$ cat src/rtl/alu_sequencer.sv
// Issue-side sequencer for the combinational ALU: runs single-cycle ops in one
// execute cycle and unsigned 8x8 multiply as eight shift-add passes through the adder.
module alu_sequencer (
  input  logic       clk,
  input  logic       rst_n,
  input  logic       op_valid,
  output logic       op_ready,
  input  logic [3:0] op_code,
  input  logic [7:0] op_a,
  input  logic [7:0] op_b,
  input  logic       use_carry,
  output logic       res_valid,
  input  logic       res_ready,
  output logic [7:0] res_lo,
  output logic [7:0] res_hi,
  output logic       res_wb,
  output logic       res_err,
  output logic [3:0] flags,
  output logic [7:0] alu_a,
  output logic [7:0] alu_b,
  output logic [7:0] alu_cins,
  output logic       alu_oe,
  output logic       alu_cin,
  input  logic [7:0] alu_out,
  input  logic       alu_cout,
  input  logic       alu_ovf,
  input  logic       alu_cmp
);

  localparam logic [7:0] CINS_ADD = 8'h00;
  localparam logic [3:0] OP_MUL   = 4'd8;

  typedef enum logic [1:0] {IDLE, EXEC, MUL, DONE} state_e;

  state_e     state_q, state_d;
  logic [7:0] a_q, a_d, b_q, b_d;
  logic [2:0] opIdx_q, opIdx_d;
  logic       useCarry_q, useCarry_d;
  logic [7:0] acc_q, acc_d, mplr_q, mplr_d;
  logic [2:0] count_q, count_d;
  logic [7:0] resLo_q, resLo_d, resHi_q, resHi_d;
  logic       resWb_q, resWb_d, resErr_q, resErr_d;
  logic [3:0] flags_q, flags_d;
  logic [7:0] accNext, mplrNext;

  always_ff @(posedge clk or negedge rst_n) begin
    if (!rst_n) begin
      state_q    <= IDLE;
      a_q        <= '0;
      b_q        <= '0;
      opIdx_q    <= '0;
      useCarry_q <= 1'b0;
      acc_q      <= '0;
      mplr_q     <= '0;
      count_q    <= '0;
      resLo_q    <= '0;
      resHi_q    <= '0;
      resWb_q    <= 1'b0;
      resErr_q   <= 1'b0;
      flags_q    <= '0;
    end else begin
      state_q    <= state_d;
      a_q        <= a_d;
      b_q        <= b_d;
      opIdx_q    <= opIdx_d;
      useCarry_q <= useCarry_d;
      acc_q      <= acc_d;
      mplr_q     <= mplr_d;
      count_q    <= count_d;
      resLo_q    <= resLo_d;
      resHi_q    <= resHi_d;
      resWb_q    <= resWb_d;
      resErr_q   <= resErr_d;
      flags_q    <= flags_d;
    end
  end

  always_comb begin
    state_d    = state_q;
    a_d        = a_q;
    b_d        = b_q;
    opIdx_d    = opIdx_q;
    useCarry_d = useCarry_q;
    acc_d      = acc_q;
    mplr_d     = mplr_q;
    count_d    = count_q;
    resLo_d    = resLo_q;
    resHi_d    = resHi_q;
    resWb_d    = resWb_q;
    resErr_d   = resErr_q;
    flags_d    = flags_q;
    accNext    = '0;
    mplrNext   = '0;
    alu_a      = '0;
    alu_b      = '0;
    alu_cins   = '0;
    alu_oe     = 1'b0;
    alu_cin    = 1'b0;

    unique case (state_q)
      IDLE: begin
        if (op_valid) begin
          a_d        = op_a;
          b_d        = op_b;
          opIdx_d    = op_code[2:0];
          useCarry_d = use_carry;
          if (!op_code[3]) begin
            state_d = EXEC;
          end else if (op_code == OP_MUL) begin
            acc_d   = '0;
            mplr_d  = op_b;
            count_d = '0;
            state_d = MUL;
          end else begin
            // Reserved opcode: report an error without touching the flags.
            resLo_d  = '0;
            resHi_d  = '0;
            resWb_d  = 1'b0;
            resErr_d = 1'b1;
            state_d  = DONE;
          end
        end
      end
      EXEC: begin
        alu_a    = a_q;
        alu_b    = b_q;
        alu_cins = {5'b0, opIdx_q};
        alu_oe   = 1'b1;
        alu_cin  = useCarry_q & flags_q[0];
        resLo_d  = alu_out;
        resHi_d  = '0;
        resWb_d  = ~alu_cmp;
        resErr_d = 1'b0;
        flags_d  = {alu_ovf, alu_out[7], alu_out == 8'h00, alu_cout};
        state_d  = DONE;
      end
      MUL: begin
        alu_a    = acc_q;
        alu_b    = a_q;
        alu_cins = CINS_ADD;
        alu_oe   = 1'b1;
        // Conditionally add the multiplicand, then shift {acc,mplr} right by one.
        if (mplr_q[0]) begin
          accNext  = {alu_cout, alu_out[7:1]};
          mplrNext = {alu_out[0], mplr_q[7:1]};
        end else begin
          accNext  = {1'b0, acc_q[7:1]};
          mplrNext = {acc_q[0], mplr_q[7:1]};
        end
        acc_d   = accNext;
        mplr_d  = mplrNext;
        count_d = count_q + 3'd1;
        if (count_q == 3'd7) begin
          resHi_d  = accNext;
          resLo_d  = mplrNext;
          resWb_d  = 1'b1;
          resErr_d = 1'b0;
          flags_d  = {1'b0, accNext[7], {accNext, mplrNext} == 16'h0000, accNext != 8'h00};
          state_d  = DONE;
        end
      end
      DONE: begin
        if (res_ready) begin
          state_d = IDLE;
        end
      end
      default: state_d = IDLE;
    endcase
  end

  assign op_ready  = (state_q == IDLE);
  assign res_valid = (state_q == DONE);
  assign res_lo    = resLo_q;
  assign res_hi    = resHi_q;
  assign res_wb    = resWb_q;
  assign res_err   = resErr_q;
  assign flags     = flags_q;

endmodule
$ cat config.mk
export PLATFORM = sky130hd
export DESIGN_NAME = alu_sequencer
export DESIGN_NICKNAME = d
export VERILOG_FILES = /design/src/rtl/alu_sequencer.sv
export SDC_FILE = /design/constraint.sdc
export NUM_CORES = 1
export LEC_CHECK = 0
export ABC_AREA = 1
export BUFFER_PORTS_ARGS = -buffer_cell sky130_fd_sc_hd__buf_2
export CAP_MARGIN = 15
export CORE_MARGIN = 3
export CORE_UTILIZATION = 33
export CTS_CLUSTER_DIAMETER = 120
export CTS_CLUSTER_SIZE = 14
export DETAILED_ROUTE_END_ITERATION = 12
export GPL_TIMING_DRIVEN = 1
export PLACE_DENSITY = 0.51
export SLEW_MARGIN = 20
export SYNTH_ARGS = -nofsm -noshare
export SYNTH_HDL_FRONTEND = slang
export SYNTH_SLANG_ARGS = --single-unit
$ cat constraint.sdc
create_clock -name clk -period 2.7 [get_ports clk]
set_input_delay 0.405 -clock clk [delete_from_list [all_inputs] [get_ports clk]]
set_output_delay 0.405 -clock clk [all_outputs]
set_load 0.01 [all_outputs]
* Word-level counts from Yosys, hierarchy flattened *
Index checks and enable logic that the tools add are counted.

word-level totals
  ROM bits = 0
  memory bits (writable) = 0
  memories = 0
  output and inout port bits = 50
  register bits = 63
  latch bits = 0

operators by class
  equality and inequality tests = 11
  reduce and logical (&&, ||, !) cells = 13
  $lt $le $gt $ge = 0
  add/sub/neg operators = 1
  multipliers = 0
  shifts and indexed selects = 0
  bitwise gates (word level) = 2
  divide/modulo/power cells = 0
  muxes and demuxes = 46

operator list
  kind                                                             number
  8-bit two-way mux                                                15
  8-bit case mux with 2 select lines                               4
  8-bit case mux with 3 select lines                               2
  16-bit zero test                                                 1
  3-bit two-way mux                                                4
  1-bit two-way mux                                                11
  8-bit zero test                                                  1
  2-bit two-way mux                                                4
  2-bit case mux with 4 select lines                               1
  4-bit case mux with 2 select lines                               1
  8-bit nonzero test                                               1
  2-bit by 1-bit != test with 1-bit output, second input constant  3
  2-bit != test, second input constant                             3
  1-bit case mux with 3 select lines                               2
  3-bit case mux with 2 select lines                               1
  5-bit AND reduction                                              1
  2-bit == test, second input constant                             2
  4-bit == test, second input constant                             1
  4-bit two-way mux                                                1
  2-bit AND reduction                                              2
  4-bit AND reduction                                              1
  2-bit nonzero test                                               2
  3-bit by 1-bit adder with 3-bit output, second input constant    1
  3-bit == test, second input constant                             1
  7 further kinds                                                  7

* Depth between registers and ports, before layout *
Gate-level depths: netlist (run 1).

  word-level depth = 5
  depth in mapped cells = 11
  gate-level depth less buffers = 10

* Least setup slack after synthesis (run 1) *
Ideal clock, no wire load.

  path type = register to output
  from = reg state_q[0]
  to = out alu_a[0]
  arrival time = 1.482 ns
  path buffers = 1
  path slack = 0.813 ns
  cell stages (with the launch flop) = 6
  path through = dfrtp_1 inv_1 ha_1 clkinv_1 clkbuf_1 a21oi_1

between the ends
  word-level cells in the longest chain between the ends = 2
  elaborated cells between the ends (all ways) = 3
  classes of those cells = 2 x eq/ne; 1 x mux

ends and longest elaborated chain
  what                                                                              line  source
  start, declared                                                                   35    state_e state_q, state_d;
  start signal, assigned                                                            62    state_q <= state_d;
  2-bit == test / 2-bit by 1-bit == test with 1-bit output (equally long branches)  100   unique case (state_q)
  8-bit case mux with 2 select lines *                                              100
  end, declared                                                                     19    output logic [7:0] alu_a,

Every way passes the cells marked *; elsewhere a longest branch is shown, timed or not.

* Worst setup path after layout (run 1) *
  from = reg state_q[0]
  to = out alu_b[6]

between the ends
  word-level cells in the longest chain between the ends = 2
  elaborated cells between the ends (all ways) = 3
  classes of those cells = 2 x eq/ne; 1 x mux

ends and longest elaborated chain
  what                                                                              line  source
  2-bit == test / 2-bit by 1-bit == test with 1-bit output (equally long branches)  100
  8-bit case mux with 2 select lines *                                              100
  end, declared                                                                     20    output logic [7:0] alu_b,

Marked as above.

==> impl_metrics.tcl, run 1 <==
set metrics [dict create \
    start_util_pct 34.8 \
    rows 35 \
    post-cts-setup-buffers 0 \
    fin_skew_ns 0.00985 \
    boundaryPins 86 \
    htreeDepth 3 \
    mappedNetlistArea_um2 3290 \
    cts-hold-fix-buffers 0 \
    required_ns 2.30 \
    io_buffers 80 \
    synth_cell_types 27 \
    r2r-end "res_lo[3]" \
    grtUsageTotal_pct 16.4 \
    min_path_type "in -> async" \
    cp_max_fo 17 \
    design_area_um2 4010 \
    cts_inserted_buffers 9 \
    routedWlPerCell_um 13.7 \
    vias 2949 \
    cts_root_buffer "clkbuf_8" \
    cp-start-kind "flop" \
    synth_area_per_cell_um2 7.71 \
    grt_max_degree 39 \
    synth_warnings 0 \
    drive_gt1_share_pct 23.6 \
    routabilityCongestion 0.844 \
    rsz0062_at_grt "no" \
    synth-edff-count 0 \
    synth_ff_type "dfrtp_1" \
    insertion_delay_ns 0.35 \
    leakagePower_nw 2.16 \
    ys_async_sr_fraction_pct 100 \
    ys_seq_area_share_pct 47.9 \
    setup_viol 0 \
    p_per_area_nw_per_um2 1260 \
    syn_to_final_growth_pct 21.7 \
    die_w_um 106 \
    wl_met3_um 439 \
    relSlewSlack_pct 49.8 \
    top_layer "met4" \
    worst_setup_path_end_kind "primary output" \
    drv_slew 0 \
    core_um2 9460 \
    period_minus_slack_ns 2.50 \
    die_h_um 106 \
    antenna_found_initial 0 \
    placed_area_um2 3790 \
    worst_pin_slew_ns 0.753 \
    met1_length_um 4450 \
    timing.fmax_mhz 399 \
    post_drt_via_cell_ratio 4.63 \
    tritoncts "built" \
    grt_pass1_wl_um 14600 \
    period_share_pct 92.8 \
    finalHoldViolCount 0 \
    drc 0 \
    r2r-start "state_q[0]" \
    status "finished, final reports clean" \
    cts_max_path_buffers 2 \
    clock_sinks 63 \
    first_pass_iters 4 \
    r2r_setup_slack_ns 0.66 \
    diodes 0 \
    hpwl_um 6590 \
    grt_overflow_total 0 \
    nets 547 \
    totalWireLength_um 8740 \
    critical_path_arrival_ns 2.10 \
    r2r_cells 7 \
    vdd_drop_max_uv 788 \
    max_cap_violations 0 \
    drtAntennaViolNets 0 \
    clk_pin_slew_ns 0.07 \
    fillers 1001 \
    grt_pass1_vias 2928 \
    synth-seq-cells 63 \
    dr_wl_met2_um 3720 \
    ctsResizeCount 0 \
    drt_iter0_markers 130 \
    syn_inst 427 \
    floorplan.die_area_um2 11200 \
    final.setup.tns_ns 0 \
    crit_type "reg -> out" \
]
-- power breakdown --
| group | total, mW | switching [mW] | internal, mW | leakage, nW |
|---|---|---|---|---|
| logic | 2.42 | 1.56 | 0.860 | 1.26 |
| clock network | 0.919 | 0.399 | 0.521 | 0.105 |
| registers | 1.69 | 0.308 | 1.39 | 0.798 |
| total | 5.04 | 2.27 | 2.77 | 2.16 |
-- sequential cells by signal, summed over array words and instances (netlist names), 4 cells and up --
signal,count
a_q,8
mplr_q,8
b_q,8
res_hi,8
flags,4
res_lo,8
acc_q,8
-- layout make-up --
cell class,instances,area [µm²],share of cell area [%]
Tap cell,129,161,4.03
Clock inverter,7,97.6,2.44
Inverter,44,165,4.12
Timing Repair Buffer,84,443,11.1
Multi-Input combinational cell,301,1440,35.9
Sequential cell,63,1580,39.3
Clock buffer,9,124,3.09
-- synth_stat cells (2+ instances only) --
library cell / count / area, µm²
nand4_1: 2 / 12.5
nand3_1: 9 / 45.0
o21ai_0: 16 / 80.1
mux2_2: 12 / 135
buf_2: 11 / 55.1
inv_1: 41 / 154
buf_4: 5 / 37.5
dfrtp_1: 63 / 1580
inv_2: 2 / 7.51
o22ai_1: 5 / 31.3
nor2_1: 38 / 143
a22oi_1: 2 / 15.0
ha_1: 8 / 100
o21ai_1: 14 / 70.1
nand2_1: 150 / 563
nand2_2: 3 / 18.8
a21oi_1: 31 / 155
clkbuf_1: 6 / 22.5
-- critical path, cell delays in order, from the launching register on --
cell and delay, ns:
dfrtp_1 0.40, inv_1 0.11, ha_1 0.32, clkinv_1 0.44, a21oi_1 0.31, buf_2 0.17
-- worst max path at each step --
stage | slack [ns] | start | end
finish | 0.20 | state_q[0] | alu_b[6]
global route | 0.09 | state_q[0] | alu_b[6]
CTS | 0.20 | state_q[0] | alu_b[6]
detailed placement | 0.58 | state_q[0] | alu_b[6]
global placement | 0.58 | state_q[1] | alu_b[6]
floorplan | 0.81 | state_q[0] | alu_a[0]
-- cell usage in the layout (no fill, tap or decap), drive strengths merged, types with 8 or more instances in the layout --
cell	n
nand2	153
buf	84
dfrtp	63
inv	43
nor2	39
a21oi	31
o21ai	31
mux2	12
nand3	9
clkbuf	9
ha	8
-- metrics by stage --
step | util (%) | worst slack [ns] | power, mW | instances | hold slack, ns
after floorplan | - | 0.813 | 3.39 | 431 | 0.109
after global placement | 40.0 | 0.585 | 4.14 | 621 | 0.457
after detailed placement | 40.0 | 0.580 | 4.16 | 621 | 0.461
after CTS | 42.4 | 0.196 | 5.10 | 637 | 0.135
after global routing | 42.4 | 0.0937 | 5.53 | 637 | 0.173
final | 42.4 | 0.195 | 5.04 | 637 | 0.115
-- routing by layer --
layer  GRT usage [%]  up-vias
met5               0        -
met4            5.37        0
met3            3.76       12
met2            24.6       82
met1            23.4     1361
li1                -     1494
-- kinds of logic (layout without fill, tap and decap cells) --
logic type	Yosys count	after routing	share of synthesized area, %
muxes	12	12	4.10
AOI/OAI and AO/OA	72	72	11.6
and+or+nand+nor	204	204	24.4
other	1	5	0.114
adders and majority gates	8	8	3.04
DFF	63	63	47.9
buffers and inverters	67	144	8.85
(Power assumes the default switching activity.)
==> run 2, diff against run 1 <==
--- a/config.mk
+++ b/config.mk
@@ -6,9 +6,9 @@
 export NUM_CORES = 1
 export LEC_CHECK = 0
 export ABC_AREA = 1
-export BUFFER_PORTS_ARGS = -buffer_cell sky130_fd_sc_hd__buf_2
+export BUFFER_PORTS_ARGS = -buffer_cell sky130_fd_sc_hd__buf_4
 export CAP_MARGIN = 15
-export CORE_MARGIN = 3
+export CORE_MARGIN = 2
 export CORE_UTILIZATION = 33
 export CTS_CLUSTER_DIAMETER = 120
 export CTS_CLUSTER_SIZE = 14
==> run 2 against run 1 <==
Net effect: flip-flop and latch count unchanged; core utilization rose by 0.82 points; wire length grew 3.5%; largest cell class unchanged; global-route usage is 0.97 points higher.
==> impl_metrics.tcl, run 2 (same netlist as run 1, synthesis figures left out) <==
set metrics [dict create \
    drt_iter0_markers 137 \
    multi_input_area_um2 1440 \
    cp_num_buf_inv 3 \
    htreeDepth 3 \
    max_cap_violations 0 \
    io_buffers 80 \
    leakagePower_nw 2.19 \
    relSlewSlack_pct 44.4 \
    vias 2948 \
    start_util_pct 33.8 \
    boundaryPins 86 \
    timing.fmax_mhz 407 \
    die_h_um 104 \
    final.setup.tns_ns 0 \
    p_per_area_nw_per_um2 1250 \
    cp_max_fo 18 \
    r2r_cells 7 \
    grt_pass1_vias 2932 \
    required_ns 2.30 \
    hpwl_um 6530 \
    drtAntennaViolNets 0 \
    clk_pin_slew_ns 0.07 \
    clock_sinks 63 \
    drive_gt1_share_pct 23.7 \
    syn_to_final_growth_pct 27.6 \
    period_minus_slack_ns 2.46 \
    cpPeakStageDelay_ns 0.42 \
    floorplan.die_area_um2 10800 \
    crit_cells 5 \
    post-cts-setup-buffers 0 \
    startpoint "state_q[1]" \
    grt_overflow_total 0 \
    dpl.cell_count 623 \
    worst_pin_slew_ns 0.833 \
    drv_slew 0 \
    totalWireLength_um 9050 \
    die_w_um 104 \
    status "finished, final reports clean" \
    rsz0062_at_grt "no" \
    antenna_found_initial 0 \
    setup_ws_ns 0.243 \
    r2r_setup_slack_ns 0.45 \
    r2r-end "acc_q[6]" \
    vdd_drop_max_uv 424 \
    cts_root_buffer "clkbuf_8" \
    dp_slack_ns 0.376 \
    finalHoldViolCount 0 \
    cts_inserted_buffers 9 \
    period_share_pct 91.0 \
    insertion_delay_ns 0.35 \
    r2r-start "state_q[0]" \
    regArea_um2 1580 \
    routedWlPerCell_um 14.2 \
    first_pass_iters 4 \
    fin_skew_ns 0.0101 \
    grt_pass1_wl_um 15000 \
    cp-start-kind "flop" \
    grtUsageTotal_pct 17.4 \
    nets 545 \
    layout_commonest_cell "nand2_1" \
    post_drt_via_cell_ratio 4.61 \
    slowest_stage "dfrtp_1" \
    path_cells "inv_1 > ha_1 > clkinvlp_4 > a21oi_1 > buf_4" \
    final_cells 639 \
    grt_max_degree 64 \
    critical_path_arrival_ns 2.05 \
    diodes 0 \
    crit_type "reg -> out" \
    cts_max_path_buffers 2 \
    layout_common_cells "nand2_1 (150), buf_4 (82), dfrtp_1 (63), inv_1 (41), nor2_1 (38)" \
    min_path_type "in -> async" \
    setup.worst_path.end "alu_b[1]" \
    drc 0 \
    core_um2 9730 \
    setup_viol 0 \
    fillers 1048 \
    tritoncts "built" \
    rows 36 \
    worst_setup_path_end_kind "primary output" \
    routabilityCongestion 0.764 \
    cp_top_family "buffers and inverters" \
]
## run 2: cell types whose count changed in the layout (fill, tap and decap cells not counted), moves of 2 or more
cell	before	now
buf_2	80	0
clkbuf_8	9	11
clkinv_4	2	0
buf_4	3	82
## run 2: layout make-up
| cell class | instances | share of cell area, % |
|---|---|---|
| Inverter | 44 | 4.02 |
| Sequential cell | 63 | 37.5 |
| Clock buffer | 11 | 3.60 |
| Multi-Input combinational cell | 301 | 34.3 |
| Clock inverter | 5 | 1.91 |
| Timing Repair Buffer | 82 | 14.7 |
| Tap cell | 133 | 3.96 |
## run 2: routing by layer
metal | vias to the layer above | wire length, µm | GRT usage (%)
met4 | 0 | 72 | 3.47
met2 | 96 | 3870 | 25.8
met5 | - | 0 | 0
met1 | 1362 | 4520 | 25.0
met3 | 9 | 585 | 5.45
li1 | 1481 | - | -
## run 2: repair_timing
action,4_1_cts,5_1_grt
hold buffers,0,0
resized for setup,1,1
setup endpoints to repair,3,9
## run 2: how the worst min path moves through the flow
| stage | end | slack, ns | cells after the start | start |
|---|---|---|---|---|
| finish | res_lo[1] | 0.14 | 1 | rst_n |
| global route | res_wb | 0.22 | 1 | rst_n |
| CTS | a_q[1] | 0.18 | 1 | rst_n |
| detailed placement | res_wb | 0.47 | 2 | res_wb |
| global placement | res_lo[4] | 0.47 | 2 | res_lo[4] |
| floorplan | a_q[0] | 0.11 | 0 | rst_n |
## run 2: per-stage QoR
stage / total power, mW / hold WS (ns) / utilization [%] / instance area, µm²
floorplan: 3.39 / 0.109 / - / 3310
global placement: 4.31 / 0.467 / 40.7 / 3960
detailed placement: 4.34 / 0.469 / 40.7 / 3960
CTS: 5.32 / 0.178 / 43.1 / 4200
global route: 5.74 / 0.221 / 43.2 / 4200
finish: 5.27 / 0.136 / 43.2 / 4200
## run 2: power breakdown
group / switching (mW) / internal, mW / total, mW
registers: 0.304 / 1.39 / 1.69
logic: 1.60 / 1.02 / 2.62
clock network: 0.390 / 0.568 / 0.959
==> run 3, diff against run 2 <==
--- a/config.mk
+++ b/config.mk
@@ -14,7 +14,7 @@
 export CTS_CLUSTER_SIZE = 14
 export DETAILED_ROUTE_END_ITERATION = 12
 export GPL_TIMING_DRIVEN = 1
-export PLACE_DENSITY = 0.51
+export PLACE_DENSITY = 0.66
 export SLEW_MARGIN = 20
 export SYNTH_ARGS = -nofsm -noshare
 export SYNTH_HDL_FRONTEND = slang
==> run 3 against run 2 <==
Net effect: sequential share of layout area about the same; final area decreased by 0.12%; first-iteration DRC count decreased by 5.8%; critical path type unchanged; largest power group unchanged.
==> impl_metrics.tcl, run 3 (same netlist as run 1, synthesis figures left out) <==
set metrics [dict create \
    status "finished, final reports clean" \
    worst_setup_path_end_kind "primary output" \
    tritoncts "built" \
    cpPeakStageDelay_ns 0.40 \
    routedWlPerCell_um 13.2 \
    start_util_pct 33.8 \
    layout_commonest_cell "nand2_1" \
    p_switching_mw 2.23 \
    rows 36 \
    diodes 0 \
    die_w_um 104 \
    boundaryPins 86 \
    dp_slack_ns 0.491 \
    io_buffers 80 \
    floorplan.die_area_um2 10800 \
    pwr-share-comb_pct 50.8 \
    first_pass_iters 5 \
    whs_ns 0.150 \
    min_path_type "in -> async" \
    vdd_drop_max_uv 589 \
    slowest_stage "clkinv_1" \
    clk_pin_slew_ns 0.07 \
    antenna_found_initial 0 \
    drv_slew 0 \
    post-cts-setup-buffers 0 \
    p_per_area_nw_per_um2 1240 \
    crit_type "reg -> out" \
    ctsResizeCount 0 \
    required_ns 2.30 \
    finalHoldViolCount 0 \
    drtAntennaViolNets 0 \
    cp_top_family "buffers and inverters" \
    cp_num_buf_inv 3 \
    nets 547 \
    die_h_um 104 \
    design_area_um2 4200 \
    drt_iter0_markers 129 \
    totalWireLength_um 8470 \
    cts_root_buffer "clkbuf_8" \
    hpwl_um 6430 \
    drive_gt1_share_pct 23.0 \
    fin_util_pct 43.1 \
    cp-start-kind "flop" \
    setup_ws_ns 0.208 \
    grtUsageTotal_pct 16.3 \
    core_um2 9730 \
    fin_total_pwr_mw 5.20 \
    leakagePower_nw 2.20 \
    cts-hold-fix-buffers 0 \
    setup_viol 0 \
    grt_overflow_total 0 \
    routabilityCongestion 0.938 \
    path_cells "inv_1 > ha_1 > clkinv_1 > a21oi_1 > buf_4" \
    dpl.cell_count 625 \
    period_minus_slack_ns 2.49 \
    fin_skew_ns 0.00775 \
    worst_pin_slew_ns 0.790 \
    fillers 1019 \
    timing.fmax_mhz 401 \
    cp_max_fo 17 \
    final.setup.tns_ns 0 \
    cts_max_path_buffers 2 \
    vias 2969 \
    insertion_delay_ns 0.34 \
    drc 0 \
    syn_to_final_growth_pct 27.4 \
    placed_area_um2 3990 \
    layout_common_cells "nand2_1 (150), buf_4 (83), dfrtp_1 (63), inv_1 (41), nor2_1 (38)" \
    max_cap_violations 0 \
    p_int_mw 2.96 \
    grt_pass1_wl_um 14200 \
    clock_sinks 63 \
    htreeDepth 3 \
    relSlewSlack_pct 47.3 \
    power_frac_seq_pct 32.6 \
    grt_pass1_vias 2927 \
    cts_inserted_buffers 9 \
    swShare_pct 43.0 \
    post_drt_via_cell_ratio 4.63 \
    final_cells 641 \
    rsz0062_at_grt "no" \
    critical_path_arrival_ns 2.09 \
    clock_power_share_pct 16.6 \
    period_share_pct 92.3 \
    grt_max_degree 64 \
]
[run 3: final cells by class]
cell class / instances / area [µm²] / share of cell area [%]
flip-flops and latches: 63 / 1580 / 37.6
multi-input cells: 301 / 1440 / 34.3
repair buffers: 84 / 643 / 15.3
well taps: 133 / 166 / 3.97
inverters: 44 / 165 / 3.94
clock buffers: 12 / 135 / 3.22
clock inverters: 4 / 70.1 / 1.67
[run 3: worst paths after layout]
kind | start | end | slack [ns] | cells after the start
setup reg to reg | state_q[0] | acc_q[6] | 0.46 | 6
min in group clk | op_a[1] | a_q[1] | 0.29 | 2
hold reg to reg | res_hi[0] | res_hi[0] | 0.48 | 2
max in group asynchronous | rst_n | acc_q[4] | 2.03 | 1
setup / recovery | state_q[0] | alu_a[0] | 0.21 | 5
hold / removal | rst_n | res_lo[3] | 0.15 | 1
[run 3: power groups by stage]
| stage | Sequential, mW | Clock [mW] | Combinational, mW |
|---|---|---|---|
| 2_1_floorplan | 1.68 | 0 | 1.71 |
| 3_3_place_gp | 1.70 | 0 | 2.61 |
| 3_5_place_dp | 1.71 | 0 | 2.66 |
| 4_1_cts | 1.69 | 0.897 | 2.67 |
| 5_1_grt | 1.75 | 0.933 | 2.98 |
| 6_report | 1.69 | 0.865 | 2.64 |
[run 3: per-layer routing]
layer	global-route usage [%]	vias up	share of wire (%)
met5	0	-	0
met4	3.67	0	1.0
met3	5.51	12	6.3
met2	25.8	89	46
met1	21.8	1378	47
li1	-	1490	-
[run 3: worst reg2reg max path: cells and delay by family (launching register included)]
kind | cells | cell delay [ns]
buffers and inverters | 2 | 0.38
DFF | 1 | 0.41
and+or+nand+nor | 1 | 0.38
AOI/OAI and AO/OA | 2 | 0.56
adders and majority gates | 1 | 0.41
